===== config.mk =====
export PLATFORM = sky130hd
export DESIGN_NAME = muldiv_ctrl
export DESIGN_NICKNAME = d
export VERILOG_FILES = /design/src/rtl/muldiv_ctrl.sv
export SDC_FILE = /design/constraint.sdc
export NUM_CORES = 1
export LEC_CHECK = 0
export CAP_MARGIN = 15
export CELL_PAD_IN_SITES_DETAIL_PLACEMENT = 1
export CELL_PAD_IN_SITES_GLOBAL_PLACEMENT = 1
export CORE_MARGIN = 2
export CORE_UTILIZATION = 25
export CTS_CLUSTER_SIZE = 16
export DETAILED_ROUTE_END_ITERATION = 7
export GPL_ROUTABILITY_DRIVEN = 0
export PLACE_DENSITY_LB_ADDON = 0.1
export SETUP_SLACK_MARGIN = 0.05
export SLEW_MARGIN = 10
export SYNTH_ARGS = -nofsm -noshare
export SYNTH_HDL_FRONTEND = slang
export SYNTH_SLANG_ARGS = --single-unit

===== constraint.sdc =====
create_clock -name clk -period 10.04 [get_ports clk]
set_input_delay 2.008 -clock clk [delete_from_list [all_inputs] [get_ports clk]]
set_output_delay 2.008 -clock clk [all_outputs]
set_load 0.02 [all_outputs]

===== src/rtl/muldiv_ctrl.sv =====
// rtl/muldiv_ctrl.sv - iterative MULT/MULTU/DIV/DIVU sequencer with HI/LO registers
// One bit per cycle in RUN, sign fix-up and HI/LO write in FIX; stalls E-stage HI/LO users while busy.
module muldiv_ctrl #(
  parameter int WIDTH = 32
) (
  input  logic             clk,
  input  logic             reset,
  input  logic             validE,
  input  logic             startE,
  input  logic [1:0]       opE,
  input  logic [WIDTH-1:0] srcAE,
  input  logic [WIDTH-1:0] srcBE,
  input  logic             readHiLoE,
  input  logic             writeHiE,
  input  logic             writeLoE,
  output logic [WIDTH-1:0] hi,
  output logic [WIDTH-1:0] lo,
  output logic             busy,
  output logic             stallMD
);

  localparam int CW = $clog2(WIDTH);

  typedef enum logic [1:0] {IDLE, RUN, FIX} state_t;

  state_t             state, state_next;
  logic [CW-1:0]      counter;
  logic               is_div;
  logic               neg_res;
  logic               sign_a;
  logic [WIDTH-1:0]   op_a;
  logic [WIDTH-1:0]   op_b;
  logic [2*WIDTH-1:0] acc;

  logic               accept;
  logic               sgn_op, a_neg, b_neg;
  logic [WIDTH-1:0]   abs_a, abs_b;

  assign accept = (state == IDLE) && validE && startE;
  assign sgn_op = ~opE[0];
  assign a_neg  = sgn_op & srcAE[WIDTH-1];
  assign b_neg  = sgn_op & srcBE[WIDTH-1];
  assign abs_a  = a_neg ? -srcAE : srcAE;
  assign abs_b  = b_neg ? -srcBE : srcBE;

  // Multiply: acc = {partial product, remaining multiplier bits}, shifted right each cycle.
  logic [WIDTH:0]     mul_sum;
  logic [2*WIDTH-1:0] mul_next;
  assign mul_sum  = {1'b0, acc[2*WIDTH-1:WIDTH]} + (acc[0] ? {1'b0, op_a} : '0);
  assign mul_next = {mul_sum, acc[WIDTH-1:1]};

  // Divide: acc = {remainder, dividend bits becoming quotient bits}, shifted left each cycle.
  logic [WIDTH:0]     div_sh;
  logic               div_ge;
  logic [WIDTH-1:0]   div_diff;
  logic [2*WIDTH-1:0] div_next;
  assign div_sh   = {acc[2*WIDTH-1:WIDTH], acc[WIDTH-1]};
  assign div_ge   = div_sh >= {1'b0, op_b};
  assign div_diff = div_sh[WIDTH-1:0] - op_b;
  assign div_next = div_ge ? {div_diff, acc[WIDTH-2:0], 1'b1}
                           : {div_sh[WIDTH-1:0], acc[WIDTH-2:0], 1'b0};

  logic [2*WIDTH-1:0] prod_fix;
  logic [WIDTH-1:0]   quot, rem, raw_a, fix_hi, fix_lo;
  assign prod_fix = neg_res ? -acc : acc;
  assign quot     = acc[WIDTH-1:0];
  assign rem      = acc[2*WIDTH-1:WIDTH];
  assign raw_a    = sign_a ? -op_a : op_a;

  always_comb begin
    fix_hi = prod_fix[2*WIDTH-1:WIDTH];
    fix_lo = prod_fix[WIDTH-1:0];
    if (is_div) begin
      if (op_b == '0) begin
        fix_hi = raw_a;
        fix_lo = '1;
      end else begin
        fix_hi = sign_a  ? -rem  : rem;
        fix_lo = neg_res ? -quot : quot;
      end
    end
  end

  always_ff @(posedge clk or posedge reset) begin
    if (reset) state <= IDLE;
    else       state <= state_next;
  end

  always_comb begin
    state_next = state;
    busy       = (state != IDLE);
    stallMD    = 1'b0;
    case (state)
      IDLE:    if (accept) state_next = RUN;
      RUN:     if (counter == CW'(WIDTH - 1)) state_next = FIX;
      FIX:     state_next = IDLE;
      default: state_next = IDLE;
    endcase
    if (busy && validE && (startE || readHiLoE || writeHiE || writeLoE))
      stallMD = 1'b1;
  end

  always_ff @(posedge clk or posedge reset) begin
    if (reset) begin
      counter <= '0;
      is_div  <= 1'b0;
      neg_res <= 1'b0;
      sign_a  <= 1'b0;
      op_a    <= '0;
      op_b    <= '0;
      acc     <= '0;
      hi      <= '0;
      lo      <= '0;
    end else begin
      case (state)
        IDLE: begin
          if (accept) begin
            counter <= '0;
            is_div  <= opE[1];
            neg_res <= a_neg ^ b_neg;
            sign_a  <= a_neg;
            op_a    <= abs_a;
            op_b    <= abs_b;
            acc     <= opE[1] ? {{WIDTH{1'b0}}, abs_a} : {{WIDTH{1'b0}}, abs_b};
          end else if (validE) begin
            if (writeHiE) hi <= srcAE;
            if (writeLoE) lo <= srcAE;
          end
        end
        RUN: begin
          acc     <= is_div ? div_next : mul_next;
          counter <= counter + CW'(1);
        end
        FIX: begin
          hi      <= fix_hi;
          lo      <= fix_lo;
          counter <= '0;
        end
        default: ;
      endcase
    end
  end

endmodule


==> results.toml <==
[status]
status = "complete, no violations"

[power_and_ir_drop]
p_leak_nw = 7.874
peakVddDrop_v = 0.0001152
p_per_area_nw_per_um2 = 393.1

[yosys]
synth_edf_count = 0
synth-seq-cells = 202
synth.top_cell.area_share_pct = 29.09
synth.distinct_cells = 74
async_flop_share_pct = 100.0
syn-instance-count = 2219
synth_flop_cell = "dfrtp_1"
netlist_area_sq_um = 17380
yosys_warnings = 0
yosysTopAreaCell = "dfrtp_1"
syn_avg_cell_area_sq_um = 7.831
yosys-top-cells-area = "dfrtp_1, o21ai_0, nand2_1, xor2_1, xnor2_1"
yosysSeqAreaShare_pct = 29.09
synth_nets = 2365

[sta]
finalClockSkew_ps = 30.11
slew_headroom_pct = 23.47
rsz0062_at_grt = "false"
worst_slack_ps = 4538
report.final.slew_viol_count = 0
timing.fmax_mhz = 181.7
hold_violations = 0
fin_crit_sh_pct = 54.81
tightestPinTransition_ps = 1148
fin_setup_tns_ps = 0
fin_crit_ps = 5502
setup_viol = 0
fin_worst_hold_slack_ps = 521.1

[floorplanning]
initial_core_util_pct = 25.29
row_count = 96
die_w_microns = 267.6
die-area_sq_um = 71630
die_h_microns = 267.6
core_sq_um = 68710
io_pins = 139

[routing]
wirelength_microns = 83300
vias_per_cell = 5.322
vias = 17070
ant_nets = 0
drt_first_iter_violations = 1178
drc = 0
first_pass_iters = 4
wl_per_cell_microns = 25.97

[critical_path]
r2r_end = "acc[61]$_DFFE_PP0P_"
worst-endpoint-arrival_ps = 3490
cp_slowest_cell = "clkdlybuf4s50_1"
cp-start-kind = "input pin"
crit_chain = "clkdlybuf4s50_1 > nor4_1 > nor3b_1 > clkdlybuf4s50_1"
reg2reg_setup_slack_ps = 5660
worst-setup-path-type = "in2out"
cp_common_cell = "clkdlybuf4s50_1"
crit_family = "buffers and inverters"
crit_buf_inv = 2
cp-end-kind = "output pin"
critPathRequiredTime_ps = 8030
max_stage_delay_ps = 640
cp_max_fo = 4
reg2reg_from = "acc[32]$_DFFE_PP0P_"
r2r_cells = 12

[place]
dp_hpwl_microns = 65630
port_buffers = 138
pre_cts_slack_ps = 4546

[final_layout]
fin_nets = 2400
layout_common_cells = "nand2_1, o21ai_0, dfrtp_1"
utilization_pct = 29.81
layout-drive-gt1-share_pct = 4.833
layout.cells.most_common = "nand2_1"
nFillCells = 8236
area_delta_synth_final_pct = 17.86
antenna_cells = 0

[grt]
global_route.usage.total_pct = 23.07
grt_start_max_net_pins = 88
antenna_found_initial = 1
gr-total-overflow = 0
grt_pass1_vias = 17650
grt_pass1_wl_microns = 123500

[cts]
numCtsBuffers = 28
hold_buffers = 0
cts_resized = 0
post_cts_buffers = 0
clk_path_buf_depth = 3
clock_latency_ps = 610
tritoncts = "done"
numClockSinks = 202
path_clk_slew_ps = 50
htreeDepth = 1
ctsRootBufferMaster = "clkbuf_16"

[worst_hold_path]
hold_end = "counter[2]$_DFFE_PP0P_"
hold-path-cell-count = 1
min_path_type = "reg2reg"
hp-start = "counter[2]$_DFFE_PP0P_"

[flow_run]
cap_violations = 0
-- through the flow --
step	total power, mW	instances	instance area, sq um
2_1_floorplan	5.134	2219	17380
3_3_place_gp	6.937	3155	19530
3_5_place_dp	6.997	3155	19530
4_1_cts	8.079	3207	20480
5_1_grt	8.697	3207	20480
6_report	8.052	3207	20480
-- cell usage after synthesis (26+ instances only) --
library cell  instances
nor3_1               42
inv_1                66
and2_1               42
nor2_1              138
ha_1                 71
a32oi_1              28
nor4_1               33
mux2i_1              63
xor2_1              112
a21oi_1             187
dfrtp_1             202
xnor2_1             107
o21ai_0             220
nand2_1             289
o31ai_1              34
or3_1                26
clkbuf_1            136
a211oi_1             52
-- sequential cells by signal, summed over array words and instances (netlist names) --
register / cells
op_a: 32
counter: 5
lo: 32
is_div: 1
sign_a: 1
acc: 64
hi: 32
op_b: 32
state: 2
neg_res: 1
-- cells by family (layout without fill, tap and decap cells) --
| logic type | count (synthesis) | in the layout | share of synthesized area (%) |
|---|---|---|---|
| muxes | 76 | 76 | 4.536 |
| and+or+nand+nor | 711 | 711 | 19.46 |
| buffers and inverters | 226 | 283 | 5.055 |
| DFF | 202 | 202 | 29.09 |
| xor gates and xnor gates | 219 | 219 | 11.04 |
| AOI/OAI and AO/OA | 712 | 712 | 25.48 |
| adders and majority gates | 73 | 73 | 5.343 |
-- worst max path at each step --
stage / cells past startpoint / endpoint / slack (ps) / start
CTS: 4 / stallMD / 4530 / startE
detailed placement: 4 / stallMD / 4550 / startE
global route: 4 / stallMD / 4500 / startE
finish: 4 / stallMD / 4540 / startE
global placement: 4 / stallMD / 4550 / startE
floorplan: 1 / acc[0]$_DFFE_PP0P_ / 2520 / reset
-- worst reg2reg max path, stage by stage (launching register included) --
cell and delay (ps):
dfrtp_1 670, ha_1 290, inv_1 60, fa_1 390, nand2b_1 190, a21oi_1 200, o2111ai_1 280, a2111oi_0 830
o31ai_1 310, a31oi_1 300, a31oi_1 180, xnor2_1 200, a221o_1 330
-- cell type report --
cell class,count,area (sq um),area share [%]
clock buffers,44,830.8,4.056
repair buffers,164,1572,7.673
inverters,67,259.0,1.265
well taps,931,1165,5.688
clock inverters,8,117.6,0.5743
flip-flops and latches,202,5061,24.71
multi-input cells,1791,11480,56.03
-- per-layer routing --
metal	GRT usage (%)	vias up	wire (microns)
li1	-	8073	-
met1	33.89	8654	41860
met2	36.79	281	37490
met3	1.692	60	2302
met4	4.892	0	1649
met5	0	-	0
-- power by group --
group	internal, mW	leakage, nW	switching, mW	total (mW)
clock	0.618	0.461	0.427	1.05
combinational	2.01	4.99	2.91	4.92
sequential	1.22	2.42	0.864	2.09
total	3.85	7.87	4.20	8.05
Power figures use the tool's default switching activity.
==> patch 1, RTL diff (config.mk and constraints unchanged) <==
The 3 states of `state_t` get a one-hot encoding in 3 bits.
--- a/src/rtl/muldiv_ctrl.sv
+++ b/src/rtl/muldiv_ctrl.sv
@@ -22,5 +22,5 @@
   localparam int CW = $clog2(WIDTH);
 
-  typedef enum logic [1:0] {IDLE, RUN, FIX} state_t;
+  typedef enum logic [2:0] {IDLE = 3'b001, RUN = 3'b010, FIX = 3'b100} state_t;
 
   state_t             state, state_next;
Function: no difference found for any inputs over 4 cycles, from zero or initial values and one cycle with reset high; so few cycles prove little.
==> patch 1 against the unedited design <==
Sequential cell count is 1 higher; setup slack worse by 0.095 ns; clock skew is 0.0036 ns lower; routed wire length is 4.7% higher; design area is 0.68% higher; power is 36% lower; register-to-register slack worse by 0.16 ns; area after synthesis is 0.67% higher; critical path type unchanged; largest cell class unchanged.
==> patch 1: results (changes against the unedited design) <==
- Layout cell share with drive strength beyond 1: 0.0561 (+0.00780)
- Max_slew headroom: 0.274 (+0.0393)
- DR iter-0 viols: 1352 (+15%)
- Layout net count: 2445 (+1.9%)
- HPWL after detailed placement: 68.0 mm (+3.5%)
- Placed cell areas: 19800 um2 (+1.2%)
- Post-synth top cells: 277 x nand2_1, 264 x o21ai_0, 202 x dfrtp_1
- GRT met3 Usage: 0.0304 (+0.0135)
- Hold slack: 0.476 ns (-0.0447 ns)
- Drt pass-1 iters: 5 (+1)
- M1 GR Usage: 0.349 (+0.0101)
- Top cells by area, synth: dfrtp_1 29%, o21ai_0 7.6%, xor2_1 6.1%
- Worst slack at placement: 4.19 ns (-0.357 ns)
- Initial antenna violation count: 2 (+1)
- Top reg by flops: acc
- Netlist cell types: 78 (+5.4%)
- Vias in the first global route: 17700 (+0.11%)
- DR vias: 17700 (+3.8%)
- Post-synthesis sequential area ratio: 0.290 (-0.000433)
- Pin count of the biggest net entering global routing: 123 (+40%)
- Wire per inst: 26.9 um (+3.4%)
- GR Util met2: 0.364 (-0.00413)
- R2R Setup Slk: 5.50 ns (-0.16 ns)
- Status: finished, final reports clean
- Max VDD drop: 0.000120 V (+4.2%)
- Skew final: 0.0266 ns (-0.00355 ns)
- First-pass GRT wire length: 127 mm (+2.7%)
- Worst Path Arrival: 3.59 ns (+0.10 ns)
- GRT Resource Usage Total: 0.239 (+0.00817)
- Static Leak: 8.43 nW (+7.1%)
[patch 1: cell count changes in the layout (fill, tap and decap cells not counted), sizes merged, moves of 20 or more]
cell	unedited run	this run
a211oi	52	29
a21oi	187	165
a32oi	28	1
nand3	25	62
o21ai	221	269
o221ai	3	23
[patch 1: worst paths after layout]
kind | end | cells past startpoint | from
worst max-delay path | stallMD | 4 | startE
worst min-delay path | lo[23] | 2 | lo[23]
worst max register to register | acc[62] | 10 | acc[35]
worst min register to register | lo[23] | 2 | lo[23]
max in group asynchronous | acc[55] | 3 | reset
min in group asynchronous | lo[27] | 2 | reset
[patch 1: worst max-delay path, cell delays in order]
cell             delay, ns
clkdlybuf4s50_1       0.51
o41ai_1               0.45
nor2_1                0.07
clkdlybuf4s50_1       0.56
[patch 1: metrics by stage]
stage	instances	power [mW]
CTS	3246	5.15
detailed placement	3199	4.14
global placement	3199	4.11
finish	3247	5.14
floorplan	2251	3.04
global route	3247	5.49
[patch 1: report_power, final]
part | internal, mW | total (mW) | switching [mW]
logic | 1.02 | 2.64 | 1.61
registers | 1.04 | 1.51 | 0.470
clock network | 0.552 | 0.991 | 0.439
total | 2.62 | 5.14 | 2.52
[patch 1: cell families after synthesis]
kind of cell | share of synthesized area
AND/OR/NAND/NOR | 0.200
AO/OA/AOI/OAI | 0.257
buffers and inverters | 0.0484
XOR/XNOR | 0.106
flip-flops | 0.290
multiplexers | 0.0455
adder cells (fa/ha/maj) | 0.0531
[patch 1: per-layer routing]
| metal | share of wire | up-vias |
|---|---|---|
| met3 | 0.047 | 108 |
| met1 | 0.49 | 8949 |
| li1 | - | 8236 |
| met5 | 0 | - |
| met4 | 0.032 | 0 |
| met2 | 0.43 | 428 |
[patch 1: area by class of cell]
cell class,count,area (um2)
clock buffers,39,762
clock inverters,8,93.8
fillers,8302,48300
inverters,69,267
multi-input cells,1826,11600
flip-flops and latches,203,5090
well taps,931,1160
repair buffers,171,1630
==> patch 2, RTL diff (same settings) <==
Made on the original files. Change the parameter `WIDTH` from 32 to 16.
--- a/src/rtl/muldiv_ctrl.sv
+++ b/src/rtl/muldiv_ctrl.sv
@@ -2,5 +2,5 @@
 // One bit per cycle in RUN, sign fix-up and HI/LO write in FIX; stalls E-stage HI/LO users while busy.
 module muldiv_ctrl #(
-  parameter int WIDTH = 32
+  parameter int WIDTH = 16
 ) (
   input  logic             clk,
Ports: changed (resized hi, lo, srcAE and srcBE); port bits go from 139 to 75. No check against the original RTL was run, so the function may have changed too.
==> patch 2 against the unedited design <==
Via count decreased by 53%; synthesized cell count is 52% lower; maximum frequency shrank 1.4%; worst hold slack got worse by 0.015 ns; first-iteration DRC count fell by 64%; design area down 50%; power decreased by 54%; clock power decreased by 58%; critical path depth unchanged; area after synthesis decreased by 50%; sequential cell count decreased by 97; setup slack got worse by 0.080 ns; utilization fell by 0.10 points; routed wire length decreased by 60%.
==> patch 2: results (changes against the unedited design) <==
- Hold slack: 0.506 ns (-0.0148 ns)
- DRC Markers: 0 (unchanged)
- Post-synth top cells: 112 x nand2_1, 105 x dfrtp_1, 101 x o21ai_0
- RR Startpoint: acc[0]
- CP Max Fanout: 5 (+1)
- Placed cell areas: 9840 um2 (-50%)
- Max FFs per register: 32 (-50%)
- Netlist cell types: 68 (-8.1%)
- Start point of the critical path: startE
- Avg Synthesized Cell Area: 8.06 um2 (+3.0%)
- Root Driver: clkbuf_16
- Antenna cell count: 0 (unchanged)
- Pin count of the biggest net entering global routing: 72 (-18%)
- First-pass GRT wire length: 52.0 mm (-58%)
- GRT Resource Usage Total: 0.190 (-0.0410)
- Worst Path Arrival: 3.57 ns (+0.08 ns)
- Routed vias/inst: 5.11 (-4.1%)
- CTS max path bufs: 2 (-1)
- Wire per inst: 21.4 um (-18%)
- Min-Delay Endpoint: neg_res
- Vias in the first global route: 8287 (-53%)
- Hold Crit Start: neg_res
- Fillers: 4080 (-50%)
- Drt pass-1 iters: 4 (unchanged)
- DR iter-0 viols: 422 (-64%)
- Skew final: 0.0155 ns (-0.0146 ns)
- Ys async rst share: 1.00 (unchanged)
- Worst-Margin Slew: 1.01 ns (-0.139 ns)
- Port bufs: 74 (-46%)
- Setup ws final: 4.46 ns (-0.0803 ns)
- Worst-Skew Late Latency: 0.37 ns (-0.24 ns)
- Clock transition at path regs: 0.08 ns (+0.03 ns)
- Worst slack at placement: 4.46 ns (-0.0876 ns)
- H-tree levels: 3 (+2)
- Post-Layout Cell Count: 1565 (-51%)
- Ys flop type: dfrtp_1
- DP Cell Count: 1550 (-51%)
- Status: finished, final reports clean
- Final setup fails: 0 (unchanged)
- Path depth of the worst reg2reg path: 13 (+1)
- R2R Setup Slk: 6.50 ns (+0.84 ns)
- Worst Hold Depth: 2 (+1)
- P_sw: 1.85 mW (-56%)
- RR Endpoint: acc[27]
- Hold Crit Class: register to register
- Post-CTS Resized: 0 (unchanged)
- Yosys Warn Count: 0 (unchanged)
- Layout cell share with drive strength beyond 1: 0.0486 (+0.000318)
- Initial antenna violation count: 1 (unchanged)
- CTS Buf Count: 9 (-68%)
- Max VDD drop: 0.000123 V (+7.1%)
- Top cells by area, synth: dfrtp_1 30%, o21ai_0 5.8%, xor2_1 5.6%
- Post-synthesis sequential area ratio: 0.304 (+0.0128)
- Layout net count: 1187 (-51%)
- HPWL after detailed placement: 25.9 mm (-60%)
- Static Leak: 4.01 nW (-49%)
==> patch 2: cell types whose count changed after synthesis, moves of 51 or more <==
| cell | change |
|---|---|
| dfrtp_1 | -97 |
| xor2_1 | -57 |
| nand2_1 | -177 |
| a21oi_1 | -108 |
| xnor2_1 | -58 |
| nor2_1 | -51 |
| o21ai_0 | -119 |
| clkbuf_1 | -81 |
==> patch 2: layer usage <==
layer	vias to the layer above	track usage	share of wire
met5	-	0	0
met4	0	0.0361	0.011
met3	21	0.0177	0.020
met2	100	0.305	0.45
met1	3947	0.276	0.52
li1	3923	-	-
==> patch 2: final cells by class <==
class	count	area [um2]	area share
Timing Repair Buffer	88	841	0.0825
Multi-Input combinational cell	855	5620	0.552
Inverter	47	179	0.0176
Clock inverter	6	124	0.0122
Tap cell	455	569	0.0559
Sequential cell	105	2630	0.258
Clock buffer	9	225	0.0221
==> patch 2: worst max path at each step <==
| stage | endpoint | slack (ns) |
|---|---|---|
| 4_1_cts | stallMD | 4.45 |
| 5_1_grt | stallMD | 4.31 |
| 3_3_place_gp | stallMD | 4.46 |
| 6_report | stallMD | 4.46 |
| 2_1_floorplan | acc[0] | 5.27 |
| 3_5_place_dp | stallMD | 4.46 |
==> patch 2: worst max-delay path: stages <==
cell and delay, ns:
clkdlybuf4s50_1 0.65, nor4_1 0.10, nor3b_1 0.18, clkdlybuf4s50_1 0.63
==> patch 2: power groups by stage <==
stage / Combinational, mW / Clock, mW / Sequential, mW
after floorplan: 1.63 / 0 / 0.878
after global placement: 2.30 / 0 / 0.970
after detailed placement: 2.29 / 0 / 0.974
after CTS: 2.31 / 0.450 / 0.966
after global routing: 2.57 / 0.462 / 1.00
final: 2.29 / 0.439 / 0.963
==> patch 2: kinds of logic after synthesis <==
family,share of synthesized area
xor gates and xnor gates,0.105
and+or+nand+nor,0.185
muxes,0.0547
AOI/OAI and AO/OA,0.241
adders and majority gates,0.0596
DFF,0.304
buffers and inverters,0.0509
